File: config.mk
export PLATFORM = sky130hd
export DESIGN_NAME = l2_arbiter
export DESIGN_NICKNAME = d
export VERILOG_FILES = /design/src/rtl/l2_arbiter.sv
export SDC_FILE = /design/constraint.sdc
export NUM_CORES = 1
export LEC_CHECK = 0
export ABC_AREA = 1
export CAP_MARGIN = 15
export CORE_AREA = 2 2 545 547
export CTS_CLUSTER_DIAMETER = 40
export DETAILED_ROUTE_END_ITERATION = 6
export DIE_AREA = 0 0 547 549
export SYNTH_ARGS = -nofsm -noshare
export SYNTH_HDL_FRONTEND = slang
export SYNTH_SLANG_ARGS = --single-unit
File: constraint.sdc
create_clock -name clk -period 2.35 [get_ports clk]
set_clock_uncertainty 0.05 [all_clocks]
set_input_delay 0.705 -clock clk [delete_from_list [all_inputs] [get_ports clk]]
set_output_delay 0.705 -clock clk [all_outputs]
set_load 0.05 [all_outputs]
File: src/rtl/l2_arbiter.sv
// Round-robin arbiter sharing one L2 line port between the L1 I-cache and D-cache.
// One L2 transaction is in flight at a time; a one-cycle RELEASE gap follows each completion.
module l2_arbiter #(
  parameter int s_line = 256,
  parameter int s_addr = 32
) (
  input  logic              clk,
  input  logic              rst,
  input  logic              icache_read,
  input  logic [s_addr-1:0] icache_address,
  output logic [s_line-1:0] icache_rdata,
  output logic              icache_resp,
  input  logic              dcache_read,
  input  logic              dcache_write,
  input  logic [s_addr-1:0] dcache_address,
  input  logic [s_line-1:0] dcache_wdata,
  output logic [s_line-1:0] dcache_rdata,
  output logic              dcache_resp,
  output logic              l2_read,
  output logic              l2_write,
  output logic [s_addr-1:0] l2_address,
  output logic [s_line-1:0] l2_wdata,
  input  logic [s_line-1:0] l2_rdata,
  input  logic              l2_resp,
  output logic              busy
);

  typedef enum logic [1:0] {
    IDLE    = 2'd0,
    GRANT_I = 2'd1,
    GRANT_D = 2'd2,
    RELEASE = 2'd3
  } state_t;

  localparam logic LAST_I = 1'b0;
  localparam logic LAST_D = 1'b1;

  state_t state_r;
  logic   last_grant_r;
  logic   i_req_s;
  logic   d_req_s;

  assign i_req_s = icache_read;
  assign d_req_s = dcache_read | dcache_write;

  // Arbitration state and round-robin history; a tie goes to whoever was not served last
  always_ff @(posedge clk or negedge rst) begin
    if (!rst) begin
      state_r      <= IDLE;
      last_grant_r <= LAST_I;
    end else begin
      case (state_r)
        IDLE: begin
          if (i_req_s && d_req_s) begin
            state_r <= (last_grant_r == LAST_I) ? GRANT_D : GRANT_I;
          end else if (i_req_s) begin
            state_r <= GRANT_I;
          end else if (d_req_s) begin
            state_r <= GRANT_D;
          end else begin
            state_r <= IDLE;
          end
        end
        GRANT_I: begin
          if (l2_resp) begin
            state_r      <= RELEASE;
            last_grant_r <= LAST_I;
          end else begin
            state_r <= GRANT_I;
          end
        end
        GRANT_D: begin
          if (l2_resp) begin
            state_r      <= RELEASE;
            last_grant_r <= LAST_D;
          end else begin
            state_r <= GRANT_D;
          end
        end
        RELEASE: state_r <= IDLE;
        default: state_r <= IDLE;
      endcase
    end
  end

  // L2 request and L1 response steering for the current owner
  always_comb begin
    l2_read     = 1'b0;
    l2_write    = 1'b0;
    l2_address  = {s_addr{1'b0}};
    l2_wdata    = {s_line{1'b0}};
    icache_resp = 1'b0;
    dcache_resp = 1'b0;
    case (state_r)
      GRANT_I: begin
        l2_read     = 1'b1;
        l2_address  = icache_address;
        icache_resp = l2_resp;
      end
      GRANT_D: begin
        l2_read     = dcache_read;
        l2_write    = dcache_write;
        l2_address  = dcache_address;
        l2_wdata    = dcache_wdata;
        dcache_resp = l2_resp;
      end
      default: begin
        l2_read = 1'b0;
      end
    endcase
  end

  assign busy = (state_r != IDLE);

  // Read data is forced low under reset so every output is quiet while rst is held
  assign icache_rdata = rst ? l2_rdata : {s_line{1'b0}};
  assign dcache_rdata = rst ? l2_rdata : {s_line{1'b0}};

endmodule

==> summary.md <==
| Metric | Value |
|---|---|
| Die height | 549 microns |
| Period utilization | 109.3% |
| Cells after synthesis | 1484 |
| RePlAce Congestion | 0.9100 |
| Post-synth top flop | dfrtp_1 |
| Crit path capture type | primary output |
| Register area | 75.07 sq um |
| Required time worst endpoint | 1590 ps |
| Post-synthesis sequential area ratio | 1.077% |
| Total Wirelength | 218500 microns |
| Worst Setup Start Kind | input pin |
| Root buf cell | clkbuf_16 |
| Maximum root-to-sink buffer count | 2 |
| Final ANT Viol Nets | 0 |
| Met3 routed WL | 37570 microns |
| Slew @ Worst Pin | 351.2 ps |
| Placed cells | 6550 |
| Top post-synthesis cells by area | nand2_1 32%, buf_4 31%, inv_1 28% |
| Share of layout cells above drive strength 1 | 62.37% |
| Num CTS Buffers | 3 |
| Static leakage | 13.92 nW |
| Cell Area, Synth | 6969 sq um |
| Post-synth ARST share | 100.0% |
| Vias in the first global route | 13030 |
| Critical path arrival | 1810 ps |
| M1 WL | 79340 microns |
| Mean Syn Cell Area | 4.696 sq um |
| Unrepaired setup endpoints after global routing | true |
| Max IR drop VDD | 0.8868 mV |
| Share of the synthesized area in the top cell type | 31.83% |
| Remaining DRCs | 0 |
| Worst-path clk slew | 30 ps |
| Max layer used | met5 |
| Nets | 3243 |
| Max Fclk | 389.2 MHz |
| Final Util | 12.04% |
| Worst-Skew Late Latency | 230 ps |
| Port Buffers | 1386 |
| Row cnt | 200 |
| Crit. Startpoint | rst |
| Die area | 300300 sq um |
| Total Routing Usage GR | 13.76% |
| Hold Violations, Final | 0 |
| Grt total ovfl | 0 |
| Hold path start | last_grant_r |
| Status | finished with violations |
| Synth Warn # | 0 |
| DRT iter0 DRCs | 639 |
| DRT Pass-1 Iters | 5 |
| Dpl hpwl | 208600 microns |
| Yosys reg bits | 3 |
| Initial antenna violation count | 207 |
| Synth area leader | nand2_1 |
| Fillcell total | 33430 |
| H-tree depth | 1 |
| Vias/cell | 2.100 |
| Maxcap violations | 0 |
| Starting Density | 2.362% |
| Worst rel slew slack | 76.51% |
| HP Class | reg2reg |
| DR WL/cell | 32.86 microns |
| Number of synthesized flops with an enable pin | 0 |
| Hold Slack | 510.5 ps |
| Core area | 295000 sq um |
| CTS Sinks | 3 |
| Unique masters post-synth | 11 |
| Die X | 547 microns |
| First-pass GRT wire length | 243700 microns |
| Top cells by count, synth | 591 x nand2_1, 526 x inv_1, 285 x buf_4, 33 x a21oi_1, 21 x buf_6 |
| Syn nets | 2071 |
| WS Path Type | in2out |
| Wire length on met2 | 94100 microns |
| Worst R2R Start | state_r[1] |
| Area grow syn2layout | 409.7% |
| Pwr Density | 715.4 nW/um^2 |
| Tmin final | 2569 ps |
| Final number of setup-violating endpoints | 769 |
| Cell Count, Final, Fillers Out | 6648 |
| Crit path max fanout | 17 |
| Violated checks | negative setup slack |
| Multi-input logic area | 3756 sq um |
| I/O pin cnt | 1387 |
| CTS tree | yes |
| Vias post-DR | 13960 |
| Setup slack after layout | -219.4 ps |
| CTS Hold Bufs | 0 |
| Most common cell in the netlist | nand2_1 |
| Slew Viols, Final | 0 |
| Pin count of the biggest net entering global routing | 35 |
## per-layer routing
metal,vias up,global-route usage (%)
li1,6120,-
met1,6155,14.79
met2,1222,21.22
met3,357,10.68
met4,110,2.725
met5,-,0
## power breakdown
part           internal [W]  switching, W  leakage (nW)
clock network      0.000225     0.0000572        0.0385
logic                0.0102        0.0148          13.8
registers         0.0000774     0.0000158        0.0360
## registers in the layout (all words and copies together), names as in the netlist
name / cells
last_grant_r: 1
state_r: 2
## per-stage QoR
stage          power, W  setup slack, ps  area (sq um)  TNS (ps)
4_1_cts         0.02435           -212.0         34150    -77640
2_1_floorplan   0.01044           -135.5         10420     -2826
5_1_grt         0.02660           -254.9         35440   -122520
3_3_place_gp    0.02371           -507.2         33700    -60310
3_5_place_dp    0.02370           -498.9         33700    -63150
6_report        0.02541           -219.4         35520    -82800
## cell families after synthesis
group           after synthesis  share of synthesized area, %
flops                         3                         1.077
fa+ha+maj                     5                        0.8977
compound gates               35                         2.513
simple gates                592                         31.90
buf+inv                     849                         63.61
## timing repair
action | in CTS | in global routing
cloned | 0 | 17
pin swaps | 1 | 34
setup endpoints to repair | 778 | 790
buffers inserted | 13 | 10
gates resized for setup | 97 | 313
## final timing paths
| check | end | slack, ps | cells after the start |
|---|---|---|---|
| max | dcache_rdata[107] | -220 | 6 |
| min | state_r[1] | 510 | 3 |
| max reg2reg | last_grant_r | 960 | 6 |
| min reg2reg | state_r[1] | 510 | 3 |
| max in group asynchronous | state_r[0] | 1340 | 4 |
| min in group asynchronous | last_grant_r | 810 | 4 |
## critical path, cell delays in order
cell and delay, ps:
buf_12 130, buf_16 170, buf_12 200, nand2_2 80, clkinvlp_4 210, buf_12 230
## area by class of cell
type,count,area share (%)
repair buffers,1490,66.39
well taps,3939,13.87
multi-input cells,632,10.57
inverters,526,8.351
diodes,54,0.3804
clock buffers,4,0.2219
flip-flops and latches,3,0.2113
## cells in the final DEF (no fill, tap or decap), drive strengths merged
cell           Yosys  layout
dfrtp              3       3
diode              0      54
clkinv             0       1
buf              323     896
nand3              1       1
dlymetal6s2s       0       3
ha                 5       5
o21ai              2       2
clkbuf             0      18
inv              526     282
clkinvlp           0     243
a21oi             33      33
clkdlybuf4s15      0       1
nand2            591     591
clkdlybuf4s50      0     576
Note: power is estimated with default switching activity, not from simulation.
